--- src/rtl/sdram_port_requester.sv ---
// Client-side initiator for the sdram controller's single request port: queues
// requests in a small FIFO, issues them one at a time and returns one response each.
module sdram_port_requester #(
  parameter int ADDR_WIDTH     = 21,
  parameter int DATA_WIDTH     = 32,
  parameter int BE_WIDTH       = 4,
  parameter int FIFO_DEPTH     = 4,
  parameter int TIMEOUT_CYCLES = 1024
) (
  input  logic                  clk,
  input  logic                  reset,
  input  logic                  req_valid,
  output logic                  req_ready,
  input  logic                  req_write,
  input  logic [ADDR_WIDTH-1:0] req_addr,
  input  logic [DATA_WIDTH-1:0] req_data,
  input  logic [BE_WIDTH-1:0]   req_byte_en,
  output logic                  rsp_valid,
  input  logic                  rsp_ready,
  output logic                  rsp_write,
  output logic [DATA_WIDTH-1:0] rsp_data,
  output logic                  rsp_error,
  output logic [7:0]            error_count,
  output logic                  busy,
  output logic [ADDR_WIDTH-1:0] port_addr,
  output logic [DATA_WIDTH-1:0] port_data,
  output logic [BE_WIDTH-1:0]   port_byte_en,
  output logic                  port_wr,
  output logic                  port_rd,
  input  logic [DATA_WIDTH-1:0] port_q,
  input  logic                  port_available,
  input  logic                  port_ready
);

  localparam int PTR_W = $clog2(FIFO_DEPTH);
  localparam int CNT_W = PTR_W + 1;
  localparam int TMO_W = $clog2(TIMEOUT_CYCLES + 1);
  localparam logic [CNT_W-1:0] DEPTH_C   = CNT_W'(FIFO_DEPTH);
  localparam logic [TMO_W-1:0] TMO_LIMIT = TMO_W'(TIMEOUT_CYCLES);

  typedef enum logic [1:0] {IDLE, ISSUE, WAIT, RESP} state_t;

  // Handshakes: a transfer happens on the rising edge where valid & ready are both
  // high; valid never depends on ready, and the payload is held while valid & !ready.

  logic                  fifo_write [FIFO_DEPTH];
  logic [ADDR_WIDTH-1:0] fifo_addr  [FIFO_DEPTH];
  logic [DATA_WIDTH-1:0] fifo_data  [FIFO_DEPTH];
  logic [BE_WIDTH-1:0]   fifo_be    [FIFO_DEPTH];

  logic [PTR_W-1:0] wr_ptr_q, rd_ptr_q;
  logic [CNT_W-1:0] count_q, count_d;
  logic             push, pop, fifo_empty;

  state_t                state_q;
  logic                  cur_write_q;
  logic [TMO_W-1:0]      tmo_q, tmo_d;
  logic [ADDR_WIDTH-1:0] port_addr_q;
  logic [DATA_WIDTH-1:0] port_data_q;
  logic [BE_WIDTH-1:0]   port_be_q;
  logic                  port_wr_q, port_rd_q;
  logic                  rsp_valid_q, rsp_write_q, rsp_error_q;
  logic [DATA_WIDTH-1:0] rsp_data_q;
  logic [7:0]            err_cnt_q;

  // No bypass: a full FIFO refuses a push even when the head pops this cycle.
  assign req_ready  = (count_q != DEPTH_C);
  assign fifo_empty = (count_q == '0);
  assign push       = req_valid & req_ready;
  assign pop        = (state_q == IDLE) & ~fifo_empty & port_available;
  assign tmo_d      = tmo_q + 1'b1;

  always_comb begin
    count_d = count_q;
    case ({push, pop})
      2'b10:   count_d = count_q + 1'b1;
      2'b01:   count_d = count_q - 1'b1;
      default: count_d = count_q;
    endcase
  end

  always_ff @(posedge clk) begin
    if (push) begin
      fifo_write[wr_ptr_q] <= req_write;
      fifo_addr[wr_ptr_q]  <= req_addr;
      fifo_data[wr_ptr_q]  <= req_data;
      fifo_be[wr_ptr_q]    <= req_byte_en;
    end
  end

  always_ff @(posedge clk) begin
    if (reset) begin
      wr_ptr_q <= '0;
      rd_ptr_q <= '0;
      count_q  <= '0;
    end else begin
      if (push) wr_ptr_q <= wr_ptr_q + 1'b1;
      if (pop)  rd_ptr_q <= rd_ptr_q + 1'b1;
      count_q <= count_d;
    end
  end

  always_ff @(posedge clk) begin
    if (reset) begin
      state_q     <= IDLE;
      cur_write_q <= 1'b0;
      tmo_q       <= '0;
      port_addr_q <= '0;
      port_data_q <= '0;
      port_be_q   <= '0;
      port_wr_q   <= 1'b0;
      port_rd_q   <= 1'b0;
      rsp_valid_q <= 1'b0;
      rsp_write_q <= 1'b0;
      rsp_data_q  <= '0;
      rsp_error_q <= 1'b0;
      err_cnt_q   <= '0;
    end else begin
      case (state_q)
        IDLE: begin
          if (pop) begin
            port_addr_q <= fifo_addr[rd_ptr_q];
            port_data_q <= fifo_data[rd_ptr_q];
            port_be_q   <= fifo_be[rd_ptr_q];
            port_wr_q   <= fifo_write[rd_ptr_q];
            port_rd_q   <= ~fifo_write[rd_ptr_q];
            cur_write_q <= fifo_write[rd_ptr_q];
            state_q     <= ISSUE;
          end
        end
        ISSUE: begin
          port_wr_q <= 1'b0;
          port_rd_q <= 1'b0;
          tmo_q     <= '0;
          state_q   <= WAIT;
        end
        WAIT: begin
          // A completion on the limit cycle wins over the timeout.
          if (port_ready) begin
            rsp_valid_q <= 1'b1;
            rsp_write_q <= cur_write_q;
            rsp_data_q  <= cur_write_q ? '0 : port_q;
            rsp_error_q <= 1'b0;
            state_q     <= RESP;
          end else begin
            tmo_q <= tmo_d;
            if (tmo_d == TMO_LIMIT) begin
              rsp_valid_q <= 1'b1;
              rsp_write_q <= cur_write_q;
              rsp_data_q  <= '0;
              rsp_error_q <= 1'b1;
              if (err_cnt_q != 8'hFF) err_cnt_q <= err_cnt_q + 1'b1;
              state_q     <= RESP;
            end
          end
        end
        RESP: begin
          if (rsp_ready) begin
            rsp_valid_q <= 1'b0;
            state_q     <= IDLE;
          end
        end
        default: state_q <= IDLE;
      endcase
    end
  end

  assign busy         = ~fifo_empty | (state_q != IDLE);
  assign port_addr    = port_addr_q;
  assign port_data    = port_data_q;
  assign port_byte_en = port_be_q;
  assign port_wr      = port_wr_q;
  assign port_rd      = port_rd_q;
  assign rsp_valid    = rsp_valid_q;
  assign rsp_write    = rsp_write_q;
  assign rsp_data     = rsp_data_q;
  assign rsp_error    = rsp_error_q;
  assign error_count  = err_cnt_q;

endmodule

--- config.mk ---
export PLATFORM = sky130hd
export DESIGN_NAME = sdram_port_requester
export DESIGN_NICKNAME = d
export VERILOG_FILES = /design/src/rtl/sdram_port_requester.sv
export SDC_FILE = /design/constraint.sdc
export NUM_CORES = 1
export LEC_CHECK = 0
export ABC_AREA = 1
export BUFFER_PORTS_ARGS = -buffer_cell sky130_fd_sc_hd__buf_2
export CORE_MARGIN = 2
export CORE_UTILIZATION = 50
export DETAILED_ROUTE_END_ITERATION = 8
export GPL_TIMING_DRIVEN = 1
export PLACE_DENSITY = 0.82
export SETUP_SLACK_MARGIN = 0.15
export SLEW_MARGIN = 20
export SYNTH_ARGS = -nofsm -noshare
export SYNTH_HDL_FRONTEND = slang
export SYNTH_SLANG_ARGS = --single-unit
--- constraint.sdc ---
create_clock -name clk -period 10.3 [get_ports clk]
set_input_delay 3.09 -clock clk [delete_from_list [all_inputs] [get_ports clk]]
set_output_delay 3.09 -clock clk [all_outputs]
set_load 0.02 [all_outputs]
==> flow_summary.json <==
{
  "cts.reportedPaths.clkPinSlew_ps": 60,
  "final_antenna_net_count": 0,
  "synthDistinctLibCells": 35,
  "p_sw_mw": 1.30,
  "clk_latency_ps": 530,
  "power_frac_comb_pct": 23.6,
  "path_buf_inv": 3,
  "cp.arrival_ps": 5190,
  "fp.dieH_um": 171,
  "finalPower_mw": 4.01,
  "synth_cells": 1338,
  "grt_pass1_wl_mm": 47.6,
  "worst_setup_path_start_kind": "input pin",
  "overflow": 0,
  "slowest_stage": "buf_6",
  "synth-compound-area-share_pct": 11.4,
  "rsz0062_at_grt": "false",
  "cp_cell_sequence": "buf_2 > nand2_1 > nor2_4 > buf_6 > ha_1 > inv_1 > fa_1 > a21oi_1 > o21ai_0 > o21ai_0 > a21oi_1",
  "setup_viol": 0,
  "p_clk_share_pct": 30.9,
  "cts_sinks": 357,
  "synth-simple-area-share_pct": 14.8,
  "track_usage_pct": 20.6,
  "antenna_found_initial": 4,
  "nets": 1621,
  "reg2reg_depth": 12,
  "fp.coreArea_mm2": 0.0277,
  "hold_ws_ps": 457,
  "yosys-top-cells-area": "edfxtp_1 (50%), dfxtp_1 (18%), nor2_1 (9.5%)",
  "end_kind": "register",
  "vias_per_cell": 5.25,
  "drc": 0,
  "r2r_slack_ps": 7460,
  "tritoncts": "yes",
  "internal_power_mw": 2.71,
  "cts_resized": 0,
  "worst_path_largest_cell_delay_ps": 640,
  "wirelength_mm": 30.7,
  "fmax_ghz": 0.209,
  "wl_per_cell_um": 16.0,
  "finalHoldViolations": 0,
  "p_leak_nw": 6.33,
  "cts_buffer_depth": 3,
  "yosys.area.top_type_share_pct": 49.7,
  "setup.worst_path.class": "input pin to register",
  "status": "finished, final reports clean",
  "fin_ws_ps": 5520,
  "syn_to_final_growth_pct": 17.0,
  "avgSynthCellArea_um2": 10.5,
  "final.period_utilization_pct": 46.4,
  "die_x_um": 171,
  "fin_skew_ps": 14.8,
  "grt_start_max_net_pins": 120,
  "dp_slack_ps": 4740,
  "ir_worst_vdd_mv": 0.169,
  "htree_num_levels": 2,
  "syn_nets": 1447,
  "min_path_cells": 2,
  "hp-start": "rsp_valid$_SDFFE_PP0P_",
  "switching_share_pct": 32.3,
  "root_buffer": "clkbuf_16",
  "grt_pass1_vias": 9482,
  "crit_path_max_fanout": 119,
  "worst_slew_margin_rel_pct": 33.6,
  "drive_above_1_share_pct": 18.9,
  "cts_setup_buffers": 0,
  "cts-hold-fix-buffers": 0,
  "pwr-share-seq_pct": 45.4,
  "worst_slew_pin_slew_ps": 992,
  "min_to": "rsp_valid$_SDFFE_PP0P_",
  "power_density_mw_per_mm2": 245,
  "yosys.area.top_type": "edfxtp_1",
  "die_area_mm2": 0.0294,
  "numPortBuffers": 199,
  "fin_setup_tns_ps": 0,
  "synth_top_family_by_area": "simple AND/OR/NAND/NOR gates",
  "post-dp-hpwl_mm": 17.5,
  "row_count": 61,
  "ys_seq_area_share_pct": 67.5,
  "yosys_warnings": 0,
  "final_max_slew_viol_count": 0,
  "place_area_mm2": 0.0153,
  "synth_fa_ha_area_share_pct": 1.21,
  "fin_area_mm2": 0.0164,
  "io_pins": 200,
  "firstDrtPassIters": 5,
  "synth_xor_xnor_area_share_pct": 0.187,
  "reg2reg_from": "state_q[0]$_SDFFE_PP0P_",
  "ys_ff_latch": 357,
  "synth_area_mm2": 0.0140,
  "globalplace.congestion": 0.877,
  "first_iter_violations": 800,
  "crit_family": "buffers and inverters",
  "required_ps": 10710,
  "via_count": 10083,
  "hold_path_class": "register to register",
  "period_needed_ps": 4780,
  "worstReg2RegEnd": "count_q[2]$_SDFFE_PP0P_",
  "numCtsBuffers": 37,
  "synthMuxAreaShare_pct": 0,
  "cap_violations": 0,
  "initial_utilization_pct": 50.6
}
==> metal layers <==
metal	track usage, %	vias up	wire length [µm]
met2	34.8	334	14700
met1	25.7	4768	12800
met4	7.15	6	628
li1	-	4917	-
met5	0	-	41
met3	5.20	58	2520
==> worst max-delay path by stage <==
stage                     slack [ps]      startpoint  cells past startpoint                         to
after floorplan                 4120       req_valid                      2  fifo_addr[0][0]$_DFFE_PP_
after global placement          4710  port_available                     11    count_q[2]$_SDFFE_PP0P_
after detailed placement        4740  port_available                     11    count_q[2]$_SDFFE_PP0P_
after CTS                       5290  port_available                     11    count_q[2]$_SDFFE_PP0P_
after global routing            5280  port_available                     11    count_q[2]$_SDFFE_PP0P_
final                           5520  port_available                     11    count_q[2]$_SDFFE_PP0P_
==> power groups by stage <==
stage	Clock (mW)	Sequential (mW)	Combinational (mW)
floorplan	0	1.96	0.536
global placement	0	1.85	0.921
detailed placement	0	1.85	0.952
CTS	1.27	1.82	0.955
global route	1.32	1.84	1.06
finish	1.24	1.82	0.948
==> metrics by stage <==
| step | std cells | utilization (%) |
|---|---|---|
| global placement | 1851 | 55.1 |
| CTS | 1919 | 59.2 |
| floorplan | 1338 | - |
| detailed placement | 1851 | 55.1 |
| finish | 1920 | 59.2 |
| global route | 1919 | 59.2 |
==> sequential cells by signal (all words and copies together) (netlist names), 3 cells and up, named ones only <==
name and cells:
fifo_addr 84, rsp_data 32, fifo_be 16, port_addr 21, port_byte_en 4, error_count 8, fifo_data 128, port_data 32
count_q 3, tmo_q 11, fifo_write 4
==> kinds of logic (layout without fill, tap and decap cells) <==
family,count (synthesis),after routing
XOR/XNOR,3,3
other,0,1
buffers and inverters,159,362
AND/OR/NAND/NOR,504,504
adder cells (fa/ha/maj),13,13
AO/OA/AOI/OAI,302,302
flip-flops,357,357
==> worst reg2reg max path, cell delays in order, from the launching register on <==
cell,delay (ps)
dfxtp_1,330
inv_1,130
ha_1,220
nand2_1,100
nor2_4,110
buf_6,640
ha_1,280
inv_1,70
fa_1,370
a21oi_1,140
o21ai_0,110
o21ai_0,160
a21oi_1,60
==> final cells by class <==
type                    instances  area, µm²
repair buffers                209       1080
clock buffers                  56       1050
fillers                      2250      11300
inverters                      85        327
diodes                          1       2.50
multi-input cells             822       3920
flip-flops and latches        357       9470
clock inverters                12       85.1
well taps                     378        473
==> cells in the final DEF, fill, tap and decap left out, drive strengths merged <==
cell type,instances
nor2,364
edfxtp,232
o21ai,214
buf,209
dfxtp,125
nand2,102
inv,85
a31oi,57
clkbuf,56
a21oi,29
nand3,23
ha,12
clkinv,10
nor3,6
nand4,6
xor2,3
clkinvlp,2
diode,1
nand3b,1
a32o,1
or2,1
a221oi,1
nor4,1
fa,1
==> synth_stat cells <==
| library cell | count |
|---|---|
| nor2_1 | 356 |
| edfxtp_1 | 232 |
| o21ai_0 | 185 |
| dfxtp_1 | 125 |
| nand2_1 | 93 |
| inv_1 | 81 |
| clkbuf_1 | 59 |
| a31oi_1 | 57 |
| o21ai_1 | 29 |
| a21oi_1 | 28 |
| nand3_1 | 19 |
| ha_1 | 12 |
| buf_1 | 9 |
| nand2_2 | 7 |
| nand4_1 | 6 |
| nor2_4 | 6 |
| nor3_1 | 6 |
| buf_12 | 3 |
| buf_6 | 3 |
| xor2_1 | 3 |
| inv_2 | 2 |
| nand3_2 | 2 |
| nand3_4 | 2 |
| nor2_2 | 2 |
| a21oi_4 | 1 |
| a221oi_1 | 1 |
| a32o_1 | 1 |
| clkinv_1 | 1 |
| fa_1 | 1 |
| inv_8 | 1 |
| nand2_4 | 1 |
| nand2_8 | 1 |
| nand3b_1 | 1 |
| nor4_1 | 1 |
| or2_2 | 1 |
Power figures use the tool's default switching activity.
